--- config.mk ---
export PLATFORM = sky130hd
export DESIGN_NAME = leve_chk_fifo
export DESIGN_NICKNAME = d
export VERILOG_FILES = /design/src/rtl/leve_chk_pkg.sv /design/src/rtl/leve_chk_fifo.sv
export SDC_FILE = /design/constraint.sdc
export NUM_CORES = 2
export LEC_CHECK = 0
export ABC_AREA = 0
export BUFFER_PORTS_ARGS = -buffer_cell sky130_fd_sc_hd__buf_4
export CORE_ASPECT_RATIO = 0.5
export CORE_MARGIN = 8
export CORE_UTILIZATION = 50
export CTS_CLUSTER_SIZE = 40
export DETAILED_ROUTE_END_ITERATION = 10
export PLACE_DENSITY_LB_ADDON = 0.05
export REMOVE_ABC_BUFFERS = 1
export SLEW_MARGIN = 20
export SYNTH_ARGS = -nofsm -noshare
export SYNTH_HDL_FRONTEND = slang
export SYNTH_SLANG_ARGS = --single-unit
--- constraint.sdc ---
create_clock -name CLK -period 14.3 [get_ports CLK]
set_clock_uncertainty 0.15 [all_clocks]
set_input_delay 0.715 -clock CLK [delete_from_list [all_inputs] [get_ports CLK]]
set_output_delay 0.715 -clock CLK [all_outputs]
set_load 0.005 [all_outputs]
--- src/rtl/leve_chk_pkg.sv ---
// Shared types for the LEVE lockstep commit checker.
package leve_chk_pkg;

    // Buffered commits are stored at the widest supported size; narrower
    // configurations zero-extend, so constant-zero upper bits get trimmed.
    localparam int unsigned XlenMax = 64;
    localparam int unsigned RwMax   = 8;

    typedef enum logic [1:0] {
        StRun  = 2'd0,
        StPass = 2'd1,
        StFail = 2'd2
    } chk_state_e;

    typedef enum logic [2:0] {
        FcNone   = 3'd0,
        FcPc     = 3'd1,
        FcRd     = 3'd2,
        FcWdata  = 3'd3,
        FcOvf    = 3'd4,
        FcLane   = 3'd5,
        FcTohost = 3'd6
    } fail_code_e;

    typedef struct packed {
        logic [XlenMax-1:0] pc;
        logic [RwMax-1:0]   rd;
        logic [XlenMax-1:0] wdata;
    } commit_t;

    localparam int unsigned CommitW = $bits(commit_t);

endpackage

--- src/rtl/leve_chk_fifo.sv ---
// In-order commit buffer: up to NLANE pushes and one pop per cycle.
module leve_chk_fifo
    import leve_chk_pkg::*;
#(
    parameter int unsigned NLANE = 2,
    parameter int unsigned DEPTH = 16
) (
    input  logic                         CLK,
    input  logic                         RSTn,
    input  logic [$clog2(NLANE+1)-1:0]   lane_cnt,
    input  logic                         push,
    input  logic                         pop,
    input  logic [NLANE*CommitW-1:0]     push_data,
    output logic                         fits,
    output logic [$clog2(DEPTH+1)-1:0]   count,
    output logic [CommitW-1:0]           head
);

    localparam int unsigned AW = $clog2(DEPTH);
    localparam int unsigned CW = $clog2(DEPTH + 1);

    commit_t         mem [DEPTH];
    logic [AW-1:0]   wr_ptr_q;
    logic [AW-1:0]   rd_ptr_q;
    logic [CW-1:0]   count_q;

    // Space is judged against the occupancy before this cycle's pop.
    assign fits  = CW'(lane_cnt) <= (CW'(DEPTH) - count_q);
    assign count = count_q;
    assign head  = mem[rd_ptr_q];

    // Write accepted lanes in lane order starting at the write pointer.
    always_ff @(posedge CLK) begin
        if (push) begin
            for (int l = 0; l < NLANE; l++) begin
                if (l < int'(lane_cnt)) begin
                    mem[wr_ptr_q + AW'(l)] <= push_data[l*CommitW +: CommitW];
                end
            end
        end
    end

    // Pointer and occupancy bookkeeping; pointers wrap naturally.
    always_ff @(posedge CLK or negedge RSTn) begin
        if (!RSTn) begin
            wr_ptr_q <= '0;
            rd_ptr_q <= '0;
            count_q  <= '0;
        end else begin
            if (push) wr_ptr_q <= wr_ptr_q + AW'(lane_cnt);
            if (pop)  rd_ptr_q <= rd_ptr_q + AW'(1);
            count_q <= count_q + (push ? CW'(lane_cnt) : CW'(0)) - (pop ? CW'(1) : CW'(0));
        end
    end

endmodule

# [Word level (Yosys, flattened, before mapping)]
# Memory sizes are Yosys's and may differ from the RTL's.
# Index checks and enable logic that the tools add are counted.
[word_totals] register_bits=13 ramBits=2176 out_inout_bits=142 word_cells=21 n_memories=1
[op_classes] addsub=6 order_cmp=3 n_mux=8
[memory_table] memory="mem" depth=16 width=136 rd=1 rd_clocked_by_memory_dff=0 wr=2 line="leve_chk_fifo.sv:22" source="commit_t mem [DEPTH];"
[ops] cell="$add A4 B1 Y4 const B" n=2
[ops] cell="$mux W1" n=7
[ops] cell="$add A5 B2 Y5" n=1
[ops] cell="$le A2 B5 Y1" n=1
[ops] cell="$sub A5 B1 Y5" n=1
[ops] cell="$sub A5 B5 Y5 const A" n=1
[ops] cell="$add A4 B2 Y4" n=1
[ops] cell="$lt A1 B2 Y1 const A" n=2
[ops] cell="$mux W2" n=1

# [Logic depth before layout (Yosys ltp)]
[logic_depth] ltp_word=4 depth_mapped=10

# [Worst setup path after synthesis]
# No wires, ideal clock.
[synth_path] path_kind="input to register" startpoint="input port push" endpoint="memory mem[12][0] in the netlist's numbering, enable pin" setup_time_ns=0.836 arrival_time_ns=11.221 required_time_ns=13.314 setup_slack_ns=2.093 cell_stages=3 path_buffers=1 cell_sequence="buf_2 -> o21ai_0 -> o32ai_1"
[synth_lines] element="from (decl)" line="leve_chk_fifo.sv:11" source="input logic push,"
[synth_lines] element="to (decl)" line="leve_chk_fifo.sv:22"

# [Worst setup path in the final report]
[layout_path] startpoint="register rd_ptr_q[0]" endpoint="output port head[90]"
[layout_between] elab_chain_len=1
[layout_rtl] element="from (decl)" line="leve_chk_fifo.sv:24" source="logic [AW-1:0] rd_ptr_q;"
[layout_rtl] element="from (signal assigned)" line="leve_chk_fifo.sv:51" source="if (pop) rd_ptr_q <= rd_ptr_q + AW'(1);"
[layout_rtl] element="$mem_v2 Z16 W136"
[layout_rtl] element="to (decl)" line="leve_chk_fifo.sv:16" source="output logic [CommitW-1:0] head"
# No other way between the ends.

==> impl_summary.txt <==
----------------------------------------------------
[Status]
  Status ... finished clean

[Setup path]
  Setup slack on the worst flop-to-flop path ... 9.50 ns
  Maximum fanout along the worst path ... 43
  Startpoint type of the worst setup path ... flip-flop
  Nature of the critical path endpoint ... output pin
  Endpoint of the lowest-slack register-to-register path ... mem[2][94]$_DFFE_PP_
  Data required time of the critical path ... 13.44 ns
  Start-to-end type of the worst setup path ... flip-flop to output pin
  Worst reg2reg path startpoint ... wr_ptr_q[2]$_DFFE_PN0P_
  Worst path arrival time ... 5.57 ns
  Worst Reg-to-Reg Cells ... 5

[Power and ir drop]
  Clock group share of total power ... 25.6%
  Fraction of power consumed by sequential logic ... 39.7%
  Max IR drop VDD ... 138 uV
  Internal power consumption ... 0.0139 W
  Power density over cell area ... 171 nW/um^2
  Proportion of total power due to net switching ... 33.0%
  Switching power ... 0.00684 W
  Leakage power ... 40.1 nW
  Power consumption ... 0.0207 W
  Combinational cell fraction of total power ... 34.7%

[Floorplanning]
  Top-level port count ... 420
  Initial Utilization ... 50.4%
  Vertical die dimension ... 347 um
  Core footprint ... 218000 um^2
  Number of rows created at floorplan ... 121
  Total Die Area ... 236000 um^2
  Die W ... 679 um

[Route]
  Drt drc ... 0
  Number of iterations in the first detailed-routing pass ... 5
  Wire length per cell after detailed routing ... 34.8 um
  Starting DRC count in detailed routing ... 6319
  Vias ... 61477
  Vias per Instance ... 6.53
  Total wirelength of the detailed-routed design ... 327000 um
  Number of nets still failing antenna checks after routing ... 0

[Synthesis]
  Netlist Area Pre-Place ... 110000 um^2
  Mapped Cells ... 6297
  Largest cells by area after synthesis ... sky130_fd_sc_hd__edfxtp_1 59%, sky130_fd_sc_hd__mux2_2 21%, sky130_fd_sc_hd__mux4_2 9.6%, sky130_fd_sc_hd__a22oi_1 2.1%, sky130_fd_sc_hd__mux2_4 1.8%
  Library cell occupying the most area in the post-synthesis netlist ... sky130_fd_sc_hd__edfxtp_1
  Number of synthesized flops with an enable pin ... 2176
  Register area share after synthesis ... 59.8%
  Area share of the largest cell type after synthesis ... 59.5%
  Number of unique standard cell types used by synthesis ... 46
  Proportion of register bits with asynchronous set or reset after synthesis ... 0.594%
  Prevailing post-synth register cell ... sky130_fd_sc_hd__edfxtp_1
  Seq cells post-synth ... 2189
  Post-Synthesis Mean Instance Area ... 17.4 um^2
  Number of warnings reported in the yosys synthesis log ... 0

[Layout]
  Design Area, Final ... 121000 um^2
  Combined area of the multi-input logic cells ... 41200 um^2
  Commonest cells after routing, fill and taps aside ... 2176 x sky130_fd_sc_hd__edfxtp_1, 2049 x sky130_fd_sc_hd__mux2_2, 521 x sky130_fd_sc_hd__buf_4, 468 x sky130_fd_sc_hd__mux4_2, 302 x sky130_fd_sc_hd__a22oi_1
  Filler instances ... 16932
  Area growth from synthesis to final layout ... 10.3%
  Storage cell area ... 65700 um^2
  Number of nets in the layout ... 6641
  Proportion of layout cells with a drive suffix above 1 ... 53.7%
  Leading cell type in the layout, fill and taps excluded ... sky130_fd_sc_hd__edfxtp_1

[STA]
  Endpoints failing setup ... 0
  Worst slew slack as a fraction of its limit ... 22.7%
  Unrepaired setup endpoints after global routing ... false
  Final critical-path share of the clock period ... 45.0%
  Minimum clock period ... 6.43 ns
  Hold violation total from the final report ... 0
  Worst Hold Margin ... 0.106 ns
  Setup TNS after final layout ... 0 ns
  Number of slew-limit violations in the final report ... 0
  Fmax ... 0.155 GHz
  Worst Max-Slew Pin Slew ... 1.16 ns
  Smallest setup slack after layout ... 7.87 ns

[Clock tree]
  Number of levels the H-tree was split into ... 4
  Clk pin slew, worst setup/hold paths ... 0.06 ns
  Clock sink total ... 2189
  Post-cts gate resize count ... 0
  Total clock buffers created by CTS ... 207
  Insertion delay of the later-clocked pin in the worst-skew pair ... 0.84 ns
  Clock tree from TritonCTS ... yes
  Maximum buffer depth of the clock tree ... 4
  Post-CTS Setup Inserts ... 0
  CTS Root Cell ... sky130_fd_sc_hd__clkbuf_16

[Min path]
  Worst min-delay path endpoint ... mem[15][46]$_DFFE_PP_
  Hold path depth ... 2
  Tightest Hold Check Type ... input pin to flip-flop
  Worst hold path startpoint ... push_data[46]

[Global routing]
  Maximum number of pins on one net before global-route repair ... 147
  Number of antenna violations at the first check in global routing ... 31
  Via count of the first global-routing pass ... 63980
  Global-route wire length before repair ... 469000 um
  GR Util All Layers ... 27.0%
  Overflow left after global routing ... 0

[Place]
  Number of port buffers ... 419
  RePlAce Congestion ... 0.769
  Placed wire-length estimate ... 171000 um
  Worst-case setup slack after placement ... 8.61 ns
  Post-detailed-placement cell area ... 115000 um^2

[Flow run]
  Max Cap Violations ... 0

----------------------------------------------------
## logic make-up (layout without fill, tap and decap cells)
| group | after synthesis | after routing | share of synthesized area (%) |
|---|---|---|---|
| muxes | 2799 | 2799 | 33.8 |
| DFF | 2189 | 2189 | 59.8 |
| buffers and inverters | 717 | 921 | 2.99 |
| AOI/OAI and AO/OA | 334 | 334 | 2.26 |
| and+or+nand+nor | 232 | 232 | 0.956 |
| adders and majority gates | 15 | 15 | 0.185 |
| xor gates and xnor gates | 11 | 11 | 0.0877 |
| other | 0 | 22 | 0 |
## timing repair
| item | 4_1_cts | 5_1_grt |
|---|---|---|
| hold buffers | 3 | 0 |
| endpoints found under the setup margin | 0 | 0 |
| endpoints found under the hold margin | 15 | 0 |
## routing by layer
layer	vias to the layer above	wire [um]	share of wire, %	GRT usage, %
li1	25472	-	-	-
met1	33393	139000	42	37.6
met2	2205	161000	49	45.2
met3	403	19900	6.1	3.47
met4	4	7230	2.2	6.84
met5	-	30	0.0092	0
## worst max-delay path by stage
stage | cells past startpoint | to | slack (ns) | from
2_1_floorplan | 4 | head[113] | -9.45 | rd_ptr_q[0]$_DFFE_PN0P_
3_5_place_dp | 7 | head[90] | 8.61 | rd_ptr_q[0]$_DFFE_PN0P_
6_report | 7 | head[90] | 7.87 | rd_ptr_q[0]$_DFFE_PN0P_
4_1_cts | 7 | head[90] | 7.68 | rd_ptr_q[0]$_DFFE_PN0P_
3_3_place_gp | 7 | head[90] | 8.65 | rd_ptr_q[0]$_DFFE_PN0P_
5_1_grt | 7 | head[90] | 7.41 | rd_ptr_q[0]$_DFFE_PN0P_
## state kept, by name (all words and copies together), names as in the netlist
| register | count |
|---|---|
| rd_ptr_q | 4 |
| mem | 2176 |
| wr_ptr_q | 4 |
| count | 5 |
## worst max-delay path: stages, from the launching register on
cell and delay, ns:
sky130_fd_sc_hd__dfrtp_4 1.01, sky130_fd_sc_hd__buf_4 0.76, sky130_fd_sc_hd__buf_4 0.89, sky130_fd_sc_hd__buf_4 0.76, sky130_fd_sc_hd__mux4_2 0.59, sky130_fd_sc_hd__a22oi_1 0.33, sky130_fd_sc_hd__nand2_1 0.10, sky130_fd_sc_hd__buf_4 0.17
## cell type report
type | instances | share of cell area [%]
diodes | 22 | 0.0454
clock buffers | 263 | 4.54
clock inverters | 99 | 0.555
inverters | 12 | 0.0372
multi-input cells | 3391 | 34.0
flip-flops and latches | 2189 | 54.2
well taps | 2890 | 2.98
repair buffers | 547 | 3.62
## stage by stage
step                      instances  utilization [%]
after floorplan                5592                -
after global placement         9024             52.7
after detailed placement       9025             52.7
after CTS                      9390             55.5
after global routing           9412             55.6
final                          9413             55.6
## cells in the mapped netlist (3+ instances only)
| cell type | count |
|---|---|
| sky130_fd_sc_hd__o22ai_1 | 6 |
| sky130_fd_sc_hd__mux2_2 | 2049 |
| sky130_fd_sc_hd__buf_2 | 237 |
| sky130_fd_sc_hd__a22oi_1 | 302 |
| sky130_fd_sc_hd__o21ai_0 | 8 |
| sky130_fd_sc_hd__a21oi_1 | 4 |
| sky130_fd_sc_hd__edfxtp_1 | 2176 |
| sky130_fd_sc_hd__xor2_1 | 4 |
| sky130_fd_sc_hd__nor2b_1 | 6 |
| sky130_fd_sc_hd__and2_1 | 3 |
| sky130_fd_sc_hd__dfrtp_1 | 13 |
| sky130_fd_sc_hd__nor2_4 | 6 |
| sky130_fd_sc_hd__nor2_2 | 4 |
| sky130_fd_sc_hd__nand2_1 | 153 |
| sky130_fd_sc_hd__buf_4 | 46 |
| sky130_fd_sc_hd__nor2_1 | 10 |
| sky130_fd_sc_hd__clkbuf_1 | 373 |
| sky130_fd_sc_hd__ha_1 | 13 |
| sky130_fd_sc_hd__xnor2_1 | 7 |
| sky130_fd_sc_hd__nand3_1 | 35 |
| sky130_fd_sc_hd__mux2i_1 | 153 |
| sky130_fd_sc_hd__mux4_2 | 468 |
| sky130_fd_sc_hd__mux2_4 | 129 |
| sky130_fd_sc_hd__buf_6 | 16 |
| sky130_fd_sc_hd__buf_1 | 33 |
| sky130_fd_sc_hd__inv_1 | 12 |
| sky130_fd_sc_hd__a221oi_1 | 8 |
## power groups by stage
stage	combinational, W	clock (W)	sequential, W
floorplan	0.00621	0	0.00900
global placement	0.00723	0	0.00834
detailed placement	0.00728	0	0.00837
CTS	0.00730	0.00539	0.00824
global route	0.00760	0.00563	0.00829
finish	0.00720	0.00531	0.00823
(Power assumes the default switching activity.)
